<file path="src/rtl/hpm_counter_bank.sv">
// hpm_counter_bank: run-time configurable hardware performance-monitor counters.
// Each counter picks one 2-bit event increment through its selector, can be inhibited,
// and is reached through a single-cycle SRAM-like CSR port.
// Optional feature macro: HPM_OVF_IRQ_EN enables the sticky overflow status,
// the interrupt enable and ovf_irq_o. Without it, counters still wrap silently.
module hpm_counter_bank #(
    parameter int unsigned NUM_COUNTERS = 8,
    parameter int unsigned NUM_EVENTS   = 16,
    parameter int unsigned CNT_WIDTH    = 64,
    parameter int unsigned XLEN         = 64
) (
    input  logic                    clk_i,
    input  logic                    rst_i,
    input  logic                    debug_mode_i,
    input  logic [5:0]              addr_i,
    input  logic                    we_i,
    input  logic [XLEN-1:0]         data_i,
    output logic [XLEN-1:0]         data_o,
    input  logic [2*NUM_EVENTS-1:0] event_inc_i,
    output logic                    ovf_irq_o
);

    localparam int unsigned SEL_W = $clog2(NUM_EVENTS + 1);

    logic [1:0]              grp;
    logic [3:0]              idx;
    logic [63:0]             cnt_ext [16];
    logic [XLEN-1:0]         sel_ext [16];
    logic [NUM_COUNTERS-1:0] ovf_set;
    logic [NUM_COUNTERS-1:0] inhibit;
    logic [XLEN-1:0]         ovf_status_rd;
    logic [XLEN-1:0]         ovf_en_rd;

    assign grp = addr_i[5:4];
    assign idx = addr_i[3:0];

    // Slots beyond NUM_COUNTERS read as zero and ignore writes.
    for (genvar g = 0; g < 16; g++) begin : gen_slot
        if (g < NUM_COUNTERS) begin : gen_cnt
            logic [CNT_WIDTH-1:0] cnt;
            logic [CNT_WIDTH-1:0] cnt_next;
            logic [SEL_W-1:0]     sel;
            logic [1:0]           inc;
            logic [CNT_WIDTH:0]   sum;
            logic [63:0]          wr_val;
            logic                 wr_lo;
            logic                 wr_hi;
            logic                 wr_sel;
            logic                 ovf;

            assign wr_lo  = we_i && (grp == 2'b00) && (idx == 4'(g));
            assign wr_hi  = (XLEN == 32) && we_i && (grp == 2'b01) && (idx == 4'(g));
            assign wr_sel = we_i && (grp == 2'b10) && (idx == 4'(g));

            // Select this counter's increment; selector 0 or beyond NUM_EVENTS counts nothing.
            always_comb begin
                inc = 2'b00;
                for (int k = 0; k < NUM_EVENTS; k++) begin
                    if (sel == SEL_W'(k + 1)) inc = event_inc_i[2*k +: 2];
                end
            end

            // Next count: a software write replaces its half and drops this cycle's increment.
            always_comb begin
                sum      = {1'b0, cnt} + (CNT_WIDTH + 1)'(inc);
                wr_val   = 64'(cnt);
                cnt_next = cnt;
                ovf      = 1'b0;
                if (wr_lo || wr_hi) begin
                    if (wr_lo) wr_val[XLEN-1:0] = data_i;
                    if (wr_hi) wr_val[63:32] = data_i[31:0];
                    cnt_next = wr_val[CNT_WIDTH-1:0];
                end else if (!debug_mode_i && !inhibit[g]) begin
                    cnt_next = sum[CNT_WIDTH-1:0];
                    ovf      = sum[CNT_WIDTH];
                end
            end

            // Counter and event selector registers.
            always_ff @(posedge clk_i or posedge rst_i) begin
                if (rst_i) begin
                    cnt <= '0;
                    sel <= '0;
                end else begin
                    cnt <= cnt_next;
                    if (wr_sel) sel <= data_i[SEL_W-1:0];
                end
            end

            assign cnt_ext[g] = 64'(cnt);
            assign sel_ext[g] = XLEN'(sel);
            assign ovf_set[g] = ovf;
        end else begin : gen_empty
            assign cnt_ext[g] = '0;
            assign sel_ext[g] = '0;
        end
    end

    // Inhibit mask register.
    always_ff @(posedge clk_i or posedge rst_i) begin
        if (rst_i) begin
            inhibit <= '0;
        end else if (we_i && (addr_i == 6'h30)) begin
            inhibit <= data_i[NUM_COUNTERS-1:0];
        end
    end

`ifdef HPM_OVF_IRQ_EN
    logic [NUM_COUNTERS-1:0] ovf_status;
    logic [NUM_COUNTERS-1:0] ovf_en;

    // Sticky overflow status (write-1-to-clear, a fresh overflow wins) and interrupt enable.
    always_ff @(posedge clk_i or posedge rst_i) begin
        if (rst_i) begin
            ovf_status <= '0;
            ovf_en     <= '0;
        end else begin
            if (we_i && (addr_i == 6'h31)) begin
                ovf_status <= (ovf_status & ~data_i[NUM_COUNTERS-1:0]) | ovf_set;
            end else begin
                ovf_status <= ovf_status | ovf_set;
            end
            if (we_i && (addr_i == 6'h32)) ovf_en <= data_i[NUM_COUNTERS-1:0];
        end
    end

    assign ovf_irq_o     = |(ovf_status & ovf_en);
    assign ovf_status_rd = XLEN'(ovf_status);
    assign ovf_en_rd     = XLEN'(ovf_en);
`else
    logic unused_ovf_set;
    assign unused_ovf_set = ^ovf_set;
    assign ovf_irq_o      = 1'b0;
    assign ovf_status_rd  = '0;
    assign ovf_en_rd      = '0;
`endif

    // Combinational read of current state; a same-cycle write is not yet visible.
    always_comb begin
        data_o = '0;
        case (grp)
            2'b00: data_o = cnt_ext[idx][XLEN-1:0];
            2'b01: if (XLEN == 32) data_o = XLEN'(cnt_ext[idx][63:32]);
            2'b10: data_o = sel_ext[idx];
            default: begin
                case (idx)
                    4'd0:    data_o = XLEN'(inhibit);
                    4'd1:    data_o = ovf_status_rd;
                    4'd2:    data_o = ovf_en_rd;
                    default: data_o = '0;
                endcase
            end
        endcase
    end

endmodule

</file>
<file path="config.mk">
export PLATFORM = sky130hd
export DESIGN_NAME = hpm_counter_bank
export DESIGN_NICKNAME = d
export VERILOG_FILES = /design/src/rtl/hpm_counter_bank.sv
export SDC_FILE = /design/constraint.sdc
export NUM_CORES = 2
export LEC_CHECK = 0
export BUFFER_PORTS_ARGS = -buffer_cell sky130_fd_sc_hd__buf_2
export CAP_MARGIN = 5
export CELL_PAD_IN_SITES_DETAIL_PLACEMENT = 0
export CELL_PAD_IN_SITES_GLOBAL_PLACEMENT = 2
export CORE_UTILIZATION = 40
export DETAILED_ROUTE_END_ITERATION = 8
export PLACE_DENSITY_LB_ADDON = 0.1
export SYNTH_ARGS = -nofsm -noshare
export SYNTH_HDL_FRONTEND = slang
export SYNTH_SLANG_ARGS = --single-unit
</file>
<file path="constraint.sdc">
create_clock -name clk_i -period 22.1 [get_ports clk_i]
set_input_delay 3.315 -clock clk_i [delete_from_list [all_inputs] [get_ports clk_i]]
set_output_delay 3.315 -clock clk_i [all_outputs]
set_load 0.02 [all_outputs]
</file>
Word-level counts from Yosys, hierarchy flattened
Index checks and enable logic that the tools add are counted.
W data, S select, Z words.
{"block": "classes", "n_addsub": 8, "n_lt_le_gt_ge": 1, "n_eq_ne": 138, "n_mux": 152, "bitwise": 1, "n_reduce_logical": 46}
{"operator": "$mux W64", "count": 20}
{"operator": "$add A64 B2 Y64", "count": 8}
{"operator": "$bmux W64 S4", "count": 2}
{"operator": "$eq A5 B4 Y1 const B", "count": 64}
{"operator": "$mux W2", "count": 128}
{"operator": "$pmux W64 S3", "count": 1}
{"operator": "$eq A5 B3 Y1 const B", "count": 32}
{"operator": "$eq A5 B2 Y1 const B", "count": 16}
{"operator": "$eq A5 B1 Y1 const B", "count": 8}
{"operator": "$eq A5 B5 Y1 const B", "count": 8}
{"operator": "$logic_and A1 B1 Y1", "count": 27}
{"operator": "$eq A4 B3 Y1 const B", "count": 4}
{"operator": "$reduce_bool A2 Y1", "count": 8}
{"operator": "$logic_not A1 Y1", "count": 9}
{"operator": "$eq A4 B2 Y1 const B", "count": 2}
{"operator": "$mux W8", "count": 1}
{"operator": "$eq A6 B6 Y1 const B", "count": 1}
{"operator": "$ge A5 B5 Y1 const B", "count": 1}
{"operator": "$not A4 Y5", "count": 1}
{"operator": "$eq A4 B1 Y1 const B", "count": 1}
{"operator": "$logic_not A4 Y1", "count": 1}
{"operator": "$eq A2 B1 Y1 const B", "count": 1}
{"operator": "$eq A2 B2 Y1 const B", "count": 1}
{"operator": "$logic_not A2 Y1", "count": 1}
{"block": "totals", "reg_bits": 560, "in_bits": 106, "output_inout_bits": 65, "wordCells": 363}

Logic depth before layout (Yosys ltp)
{"block": "depth", "word_depth": 20, "depth_mapped": 18, "depth_no_buf": 14}

Least setup slack after synthesis
Ideal clock, no wire load.
{"block": "synth_timing", "path_kind": "in2out", "from": "input port addr_i[1]", "to": "output port data_o[10]", "arrival_ns": 5.428, "t_required_ns": 18.785, "slack_ns": 13.357, "cell_stages": 7, "n_path_buf": 4, "path_cell_list": "clkbuf_1 buf_1 buf_1 clkbuf_1 mux4_2 mux2i_1 nor2_1"}
{"block": "synth_between", "elab_chain_len": 5, "word_cells_on_any_way": 8, "classes_between": "mux (7); bitwise (1)"}
{"element": "start: declaration", "line_no": "15", "text": "input logic [5:0] addr_i,"}
{"element": "$not A4 Y5 (implied by the code) (*)", "line_no": "142, 144"}
{"element": "$bmux W64 S4, on equally long branches", "line_no": "144, 142"}
{"element": "$mux W64, on equally long branches (2 in series)", "line_no": "144, 142"}
{"element": "$pmux W64 S3 (*)", "line_no": "141", "text": "case (grp)"}
{"element": "end: declaration", "line_no": "18", "text": "output logic [XLEN-1:0] data_o,"}
Every way passes the cells marked *; elsewhere a longest branch is shown, timed or not. The select of a mux whose other input is x is not followed.

Worst setup path after layout
{"block": "layout_timing", "from": "input port addr_i[0]", "to": "output port data_o[53]"}
Same word-level chain as after synthesis.

==> impl_metrics.csv <==
group,metric,value,unit
clocking,cts_buffer_depth,3,
clocking,cts_setup_buffers,0,
flow_run,drv_cap,0,
die,start_util,0.406,
hold_path,whs_path_depth,2,
synth,yosysSeqAreaShare,0.367,
global_route,overflow,0,
sta,fin_setup_tns,0,ns
critical_path,path_cells,"clkbuf_8 -> buf_4 -> mux4_2 -> mux2i_1 -> nor2_1 -> buf_2",
clocking,ctsRootBufferMaster,"clkbuf_16",
routing,viasPerCell,6.03,
synth,synthArstFlopShare,1.00,
synth,ys_types,78,
critical_path,cp_data_required_time,18.78,ns
sta,fin_crit_sh,0.439,
routing,ant_nets,0,
clocking,cts.sinks,560,
cells_and_area,nFillCells,9271,
synth,synth_area_leader_cell,"dfrtp_1",
routing,via_count,34000,
placed_design,dp_hpwl,113,mm
power,clockPowerShare,0.344,
die,dieArea,96600,µm²
critical_path,worstSetupStartpoint,"addr_i[0]",
sta,slew_viol_final,0,
sta,fin_worst_skew,0.0300,ns
sta,setup_viol,0,
cells_and_area,layout_common_cells,"560 x dfrtp_1, 532 x nand2_1, 454 x nor2_1, 332 x o21ai_0, 292 x xnor2_1",
power,power.density,83.7,nW/µm²
clocking,cts.repair.resized,0,
cells_and_area,final_area,42300,µm²
critical_path,r2r_end,"gen_slot[1].gen_cnt.cnt[56]",
die,ioPinCount,171,
routing,drc,0,
clocking,cts_hold_buf,0,
placed_design,place_congestion,0.939,
cells_and_area,nets,4451,
sta,worst_pin_slew,1.22,ns
routing,drt_iter0_markers,3415,
critical_path,crit_type,"input port to primary output",
power,switchingPower,1.24,mW
hold_path,min_from,"gen_slot[7].gen_cnt.cnt[63]",
critical_path,ff2ff_setup_slack,16.41,ns
sta,max_slew_margin,0.183,
clocking,clk_latency,0.65,ns
cells_and_area,num_antenna_cells,0,
clocking,cts_tree,"yes",
cells_and_area,stdcell_count,5630,
critical_path,cpLargestDelayFamily,"buffers and inverters",
cells_and_area,layout_commonest_cell,"dfrtp_1",
critical_path,crit_path_top_delay_cell,"buf_4",
placed_design,place_area,39900,µm²
critical_path,cp_num_buf_inv,3,
synth,ys_warn_count,0,
synth,synth-edff-count,0,
critical_path,path_max_fanout,63,
routing,firstDrtPassIters,6,
critical_path,cp.arrival,6.39,ns
power,p_seq_frac,0.444,
outcome,outcome,"finished, final reports clean",
cells_and_area,multi_input_comb_area,22700,µm²
synth,synth_top_area_frac,0.367,
synth,syn_avg_cell_area,8.82,µm²
synth,synth_cells,4326,
critical_path,ff2ff_path_depth,12,
synth,synth_top_flop_cell,"dfrtp_1",
sta,max_freq,103,MHz
sta,grt_setup_unrepaired,"false",
clocking,htree_levels,3,
global_route,grt_pass1_vias,31900,
synth,syn_nets,4456,
cells_and_area,syn_to_final_growth,10.9,%
clocking,clk_pin_slew,0.06,ns
global_route,grt_pass1_wl,231,mm
critical_path,r2r-start,"gen_slot[1].gen_cnt.sel[0]",
placed_design,portBuffers,169,
routing,routedWlPerCell,28.1,µm
critical_path,end_kind,"primary output",
die,die_h,311,µm
global_route,antenna_found_initial,4,
sta,min_period,9.71,ns
placed_design,dp.cells,5499,
power,comb_power_share,0.212,
power,p_leak,16.2,nW
die,fp.coreArea,93900,µm²
synth,synth.top_cells.by_area,"dfrtp_1 37%, mux4_2 9.0%, xnor2_1 6.7%, nand2_1 5.3%, nor2_1 4.5%",
critical_path,worst_path_largest_cell_delay,0.79,ns
critical_path,crit_path_start_kind,"input port",
power,p_sw_frac,0.351,
clocking,numCtsBuffers,74,
hold_path,whs_endpoint,"gen_slot[7].gen_cnt.cnt[63]",
cells_and_area,drive_gt1_frac,0.136,
sta,hold_viol,0,
power,ir_drop,0.0536,mV
global_route,grtUsageTotal,0.324,
hold_path,hp-class,"flip-flop to flip-flop",
global_route,grt_max_degree,152,
power,p_int,2.30,mW
cells_and_area,seq_area,14000,µm²
routing,wl,158,mm
die,num_rows,112,
synth,ys_seq_elements,560,
synth,syn_area,38100,µm²
die,die_w,311,µm
[flip-flops by register name, indices dropped and copies added, names as in the netlist]
register,flops
gen_slot.gen_cnt.cnt,512
inhibit,8
gen_slot.gen_cnt.sel,40
[worst max-delay path by stage]
stage                                 endpoint  depth (start not counted)
global placement                    data_o[53]                          6
CTS                                 data_o[53]                          6
global route                        data_o[55]                          6
detailed placement                  data_o[53]                          6
floorplan           gen_slot[0].gen_cnt.cnt[0]                          1
finish                              data_o[53]                          6
[kinds of logic (layout without fill, tap and decap cells)]
logic type	count (synthesis)	count (layout)	share of synthesized area
multiplexers	327	327	0.138
other	1	1	0.0000983
flip-flops	560	560	0.367
XOR/XNOR	485	485	0.111
adder cells (fa/ha/maj)	24	24	0.00945
AO/OA/AOI/OAI	704	704	0.101
buffers and inverters	396	446	0.0412
AND/OR/NAND/NOR	1829	1829	0.231
[area by class of cell]
cell class	instances	share of cell area
multi-input cells	3370	0.536
flip-flops and latches	560	0.331
clock buffers	112	0.0519
well taps	1254	0.0371
repair buffers	233	0.0321
inverters	82	0.00745
clock inverters	19	0.00464
[tightest hold or removal path, delay by kind of cell (launching register included)]
kind            cells  cell delay (ns)
xor+xnor            1             0.12
flops               1             0.36
compound gates      1             0.05
[Yosys cell counts, drive strengths merged, types with 8 or more instances]
| master | instances |
|---|---|
| buf | 47 |
| dfrtp | 560 |
| nor3b | 12 |
| fa | 8 |
| mux4 | 153 |
| nand4 | 158 |
| nand2b | 20 |
| o211ai | 10 |
| a22oi | 9 |
| nor4 | 84 |
| xnor2 | 292 |
| nor3 | 135 |
| and4 | 41 |
| mux2i | 106 |
| nand2 | 535 |
| ha | 16 |
| clkbuf | 267 |
| and3 | 78 |
| mux2 | 68 |
| or3 | 10 |
| xor2 | 193 |
| o21ai | 340 |
| a31oi | 12 |
| a211oi | 9 |
| o31ai | 8 |
| nand3 | 186 |
| inv | 82 |
| and2 | 18 |
| nor2b | 32 |
| or4 | 16 |
| nor2 | 458 |
| nand3b | 17 |
| a21oi | 256 |
[metal layers]
metal	vias to the layer above	share of wire	wire, µm	GRT usage
li1	15400	-	-	-
met1	17000	0.46	72000	0.476
met2	1344	0.44	69000	0.485
met3	245	0.076	12100	0.0551
met4	0	0.031	4920	0.0975
met5	-	0	0	0
[power groups by stage]
stage	Sequential, mW	Clock [mW]	Combinational (mW)
floorplan	1.41	0	0.583
CTS	1.56	1.24	0.750
finish	1.57	1.22	0.751
global placement	1.58	0	0.733
detailed placement	1.58	0	0.745
global route	1.60	1.27	0.826
[metrics by stage]
step	utilization	setup slack, ns	hold slack, ns	power, mW
2_1_floorplan	-	3.12	0.518	2.00
3_3_place_gp	0.425	12.51	0.557	2.32
3_5_place_dp	0.425	12.46	0.569	2.32
4_1_cts	0.451	12.45	0.577	3.55
5_1_grt	0.451	12.28	0.603	3.70
6_report	0.451	12.39	0.571	3.54
(Power assumes the default switching activity.)
